==> src/rtl/multicycle_ctrl_fsm.sv <==
// Multi-cycle control FSM: sequences fetch/decode/exec/mem/wb/pc-update one instruction at a time.
// Optional MCFSM_MEM_WAIT_EN: hold in MEM until Mem_Ready (default build: single-cycle MEM).
module multicycle_ctrl_fsm (
  input  logic        Clk,
  input  logic        Reset,
  input  logic [31:0] Instr,
  input  logic [31:0] RF_A,
  input  logic [31:0] RF_B,
  input  logic        Mem_Ready,
  output logic        IR_LdEn,
  output logic        PC_sel,
  output logic        PC_LdEn,
  output logic        RF_B_sel,
  output logic        RF_WrEn,
  output logic        RF_WrData_sel,
  output logic        ALU_Bin_sel,
  output logic [3:0]  ALU_func,
  output logic        MEM_WrEn,
  output logic        MEM_out_sel,
  output logic        RF_B2_seldir,
  output logic        Instr_Done,
  output logic        Illegal,
  output logic [2:0]  State
);

  typedef enum logic [2:0] {
    StFetch  = 3'd0,
    StDecode = 3'd1,
    StExec   = 3'd2,
    StMem    = 3'd3,
    StWb     = 3'd4,
    StPcInc  = 3'd5,
    StBranch = 3'd6,
    StUnused = 3'd7
  } state_e;

  state_e      state_q;
  logic [31:0] ir_q;
  logic [5:0]  opcode;
  logic        is_alur, is_alui, is_andi, is_ori, is_load, is_lw, is_store, is_sw;
  logic        is_b, is_beq, is_bne, is_br, is_nop, is_ill, taken;

  assign opcode = ir_q[31:26];

  always_comb begin
    is_alur  = (opcode == 6'b100000);
    is_andi  = (opcode == 6'b110010);
    is_ori   = (opcode == 6'b110011);
    is_alui  = (opcode == 6'b111000) || (opcode == 6'b111001) || (opcode == 6'b110000) ||
               is_andi || is_ori;
    is_lw    = (opcode == 6'b001111);
    is_load  = (opcode == 6'b000011) || is_lw;
    is_sw    = (opcode == 6'b011111);
    is_store = (opcode == 6'b000111) || is_sw;
    is_nop   = (ir_q == 32'h0);
    is_b     = (opcode == 6'b111111);
    is_beq   = (opcode == 6'b000000) && !is_nop;
    is_bne   = (opcode == 6'b000001);
    is_br    = is_b || is_beq || is_bne;
    is_ill   = !(is_alur || is_alui || is_load || is_store || is_br || is_nop);
    taken    = is_b || (is_beq && (RF_A == RF_B)) || (is_bne && (RF_A != RF_B));
  end

`ifndef MCFSM_MEM_WAIT_EN
  logic unused_mem_ready;
  assign unused_mem_ready = Mem_Ready;
`endif

  always_ff @(posedge Clk) begin
    if (Reset) begin
      state_q <= StFetch;
      ir_q    <= 32'h0;
    end else begin
      case (state_q)
        StFetch: begin
          ir_q    <= Instr;
          state_q <= StDecode;
        end
        StDecode: begin
          if (is_br)                state_q <= StBranch;
          else if (is_nop || is_ill) state_q <= StPcInc;
          else                      state_q <= StExec;
        end
        StExec:   state_q <= (is_load || is_store) ? StMem : StWb;
        StMem: begin
`ifdef MCFSM_MEM_WAIT_EN
          if (Mem_Ready) state_q <= is_load ? StWb : StPcInc;
`else
          state_q <= is_load ? StWb : StPcInc;
`endif
        end
        StWb:     state_q <= StPcInc;
        StPcInc:  state_q <= StFetch;
        StBranch: state_q <= StFetch;
        StUnused: state_q <= StFetch;
        default:  state_q <= StFetch;
      endcase
    end
  end

  // Reset gates every output combinationally, so an in-flight store or PC load dies at once.
  always_comb begin
    IR_LdEn       = 1'b0;
    PC_sel        = 1'b0;
    PC_LdEn       = 1'b0;
    RF_B_sel      = 1'b0;
    RF_WrEn       = 1'b0;
    RF_WrData_sel = 1'b0;
    ALU_Bin_sel   = 1'b0;
    ALU_func      = 4'b0000;
    MEM_WrEn      = 1'b0;
    MEM_out_sel   = 1'b0;
    RF_B2_seldir  = 1'b0;
    Instr_Done    = 1'b0;
    Illegal       = 1'b0;
    State         = 3'd0;
    if (!Reset) begin
      State = state_q;
      if (state_q != StFetch) begin
        RF_B_sel      = is_store || is_beq || is_bne;
        ALU_Bin_sel   = is_alui || is_load || is_store;
        ALU_func      = is_alur ? ir_q[3:0] : is_andi ? 4'b0010 : is_ori ? 4'b0011 : 4'b0000;
        RF_WrData_sel = is_load;
        MEM_out_sel   = is_lw;
        RF_B2_seldir  = is_sw;
      end
      case (state_q)
        StFetch:  IR_LdEn = 1'b1;
        StDecode: Illegal = is_ill;
        StMem:    MEM_WrEn = is_store;
        StWb:     RF_WrEn = 1'b1;
        StPcInc: begin
          PC_LdEn    = 1'b1;
          Instr_Done = 1'b1;
        end
        StBranch: begin
          PC_LdEn    = 1'b1;
          Instr_Done = 1'b1;
          PC_sel     = taken;
        end
        default: ;
      endcase
    end
  end

endmodule

==> config.mk <==
export PLATFORM = sky130hd
export DESIGN_NAME = multicycle_ctrl_fsm
export DESIGN_NICKNAME = d
export VERILOG_FILES = /design/src/rtl/multicycle_ctrl_fsm.sv
export SDC_FILE = /design/constraint.sdc
export NUM_CORES = 1
export LEC_CHECK = 0
export BUFFER_PORTS_ARGS = -buffer_cell sky130_fd_sc_hd__buf_2
export CAP_MARGIN = 20
export CORE_AREA = 10 10 82 84
export CTS_CLUSTER_SIZE = 25
export DETAILED_ROUTE_END_ITERATION = 8
export DIE_AREA = 0 0 92 94
export PLACE_DENSITY = 0.72
export SYNTH_ARGS = -nofsm -noshare
export SYNTH_HDL_FRONTEND = slang
export SYNTH_SLANG_ARGS = --single-unit
export TNS_END_PERCENT = 30
==> constraint.sdc <==
create_clock -name Clk -period 5.3 [get_ports Clk]
set_clock_uncertainty 0.15 [all_clocks]
set_input_delay 0 -clock Clk [delete_from_list [all_inputs] [get_ports Clk]]
set_output_delay 0 -clock Clk [all_outputs]
set_load 0.02 [all_outputs]
==> out/qor.csv <==
metric;value;unit
clk_path_buf_depth;2;
core;5070;um2
rows;26;
io-pin-count;118;
grt_pass1_vias;2287;
synth_top_area_cell;dfxtp_1;
dieHeight;94;um
antenna_cells;0;
drive_gt1_frac;0.361;
gp_congestion;0.886;
syn-cell-area;1970;um2
fin_crit;2.38;ns
grt_pass1_wl;10.7;mm
finalHoldViolCount;0;
nNetsFinal;464;
drv_cap;0;
power_density;343;nW/um2
ant_nets;0;
ys_types;40;
ys.warnings.count;0;
worstPathRequired;5.15;ns
overflow;0;
slew_headroom;0.694;
synthCells;223;
setup_violations;0;
vias_per_cell;5.05;
p_leak;1.44;nW
startpoint_type;register;
die-area;8650;um2
synth_seq_cells;35;
synth_edf_count;0;
cp_max_fo;11;
place_ws;3.23;ns
dr.pass1.iters;4;
avgSynthCellArea;8.83;um2
initial_core_util;0.388;
timing.rr.start;ir_q[7];
final_max_slew_viol_count;0;
drt_iter0_markers;164;
ys_top_cells_by_area;dfxtp_1, xor2_1, a22o_1;
clock_latency;0.28;ns
synth.top_cells.by_count;dfxtp_1, xor2_1, a22o_1;
critical_path_class;reg -> out;
placed_cell_area;2580;um2
async_flop_share;0;
fin_tns_setup;0;ns
postCtsSetupRepairBufs;0;
cts.sinks;35;
wl_per_cell;15.2;um
critical_path_arrival;2.23;ns
routed_wl;6.65;mm
worst_slack;2.92;ns
final_util;0.594;
hp-class;in -> reg;
cts.reportedPaths.clkPinSlew;0.06;ns
cts_tree;done;
period_share;0.450;
design_area;3020;um2
rrSetupSlack;3.33;ns
rsz0062_at_grt;no;
critPathCapture;PC_sel;
synth_seq_area_share;0.356;
antenna_found_initial;0;
reg2regPathDepth;5;
synth_top_cell_area_share;0.356;
synth_nets;322;
crit_start;ir_q[27];
reg2reg_to;state_q[0];
timing.fmax;0.419;GHz
fin_hold_ws;0.301;ns
tightest_slew;0.458;ns
dp_hpwl;4.99;mm
cts-root-buf;clkbuf_8;
portBuffers;116;
outcome;finished, final reports clean;
yosysMostFrequentCell;dfxtp_1;
die_w;92;um
track_usage;0.147;
cts_buffers;5;
grt_max_degree;34;
htreeDepth;2;
irDropWorstVdd;0.000216;V
vias;2201;
synthFlopType;dfxtp_1;
drc;0;
end_kind;primary output;
syn2layout_area_growth;53.2;%
[flip-flops by register name (all words and copies together), names as in the netlist]
| name | count |
|---|---|
| ir_q | 32 |
| state_q | 3 |
[per-stage QoR]
stage | power, mW | cells
detailed placement | 0.811 | 395
global placement | 0.803 | 395
finish | 1.03 | 436
global route | 1.11 | 436
floorplan | 0.695 | 223
CTS | 1.04 | 436
[worst min-delay path by stage]
stage,startpoint,end,cells past startpoint
2_1_floorplan,Instr[29],ir_q[29],2
4_1_cts,Instr[11],ir_q[11],3
3_3_place_gp,Instr[29],ir_q[29],3
6_report,Instr[29],ir_q[29],4
3_5_place_dp,Instr[29],ir_q[29],3
5_1_grt,Instr[11],ir_q[11],3
[placed cells by master, fill, tap and decap left out, types with 3 or more instances in the layout]
cell,netlist,layout
nor4_1,17,16
a22o_1,31,31
clkbuf_8,0,7
dfxtp_1,35,35
inv_1,3,3
xor2_1,33,33
nor2b_1,7,7
nor3_1,9,9
nand2b_1,6,6
nor2_1,12,11
o21ai_0,5,5
a21oi_1,5,5
nand4_1,3,3
buf_2,3,116
nand2_1,12,12
dlygate4sd3_1,0,33
[critical path, cell delays in order, from the launching register on]
cell	delay [ns]
dfxtp_1	0.41
or4_4	0.61
nor2_4	0.13
o211a_1	0.24
nor4_1	0.08
nor4b_1	0.26
buf_2	0.22
[kinds of logic (layout without fill, tap and decap cells)]
| logic type | after synthesis | count (layout) | synth area share |
|---|---|---|---|
| flops | 35 | 35 | 0.356 |
| simple gates | 84 | 84 | 0.244 |
| compound gates | 52 | 52 | 0.209 |
| xor+xnor | 33 | 33 | 0.147 |
| buf+inv | 19 | 162 | 0.0439 |
[layer usage]
metal | vias to the layer above | GRT usage | wire length, um
met3 | 5 | 0.0552 | 513
met1 | 1000 | 0.158 | 2680
li1 | 1110 | - | -
met2 | 86 | 0.272 | 3420
met5 | - | 0 | 0
met4 | 0 | 0.0257 | 33
[area by class of cell]
| type | instances | area [um2] |
|---|---|---|
| fillers | 455 | 2060 |
| multi-input cells | 169 | 1190 |
| inverters | 3 | 11.3 |
| repair buffers | 151 | 926 |
| well taps | 70 | 87.6 |
| clock buffers | 8 | 100 |
| flip-flops and latches | 35 | 701 |
[timing repair]
action | CTS | global route
hold buffers | 33 | 0
resized for setup | 0 | 0
endpoints found under the setup margin | 0 | 0
hold endpoints to repair | 35 | 0
[power by group]
part	internal, mW	switching, mW
clock	0.118	0.0880
combinational	0.198	0.202
sequential	0.341	0.0872
total	0.657	0.378
(Power assumes the default switching activity.)
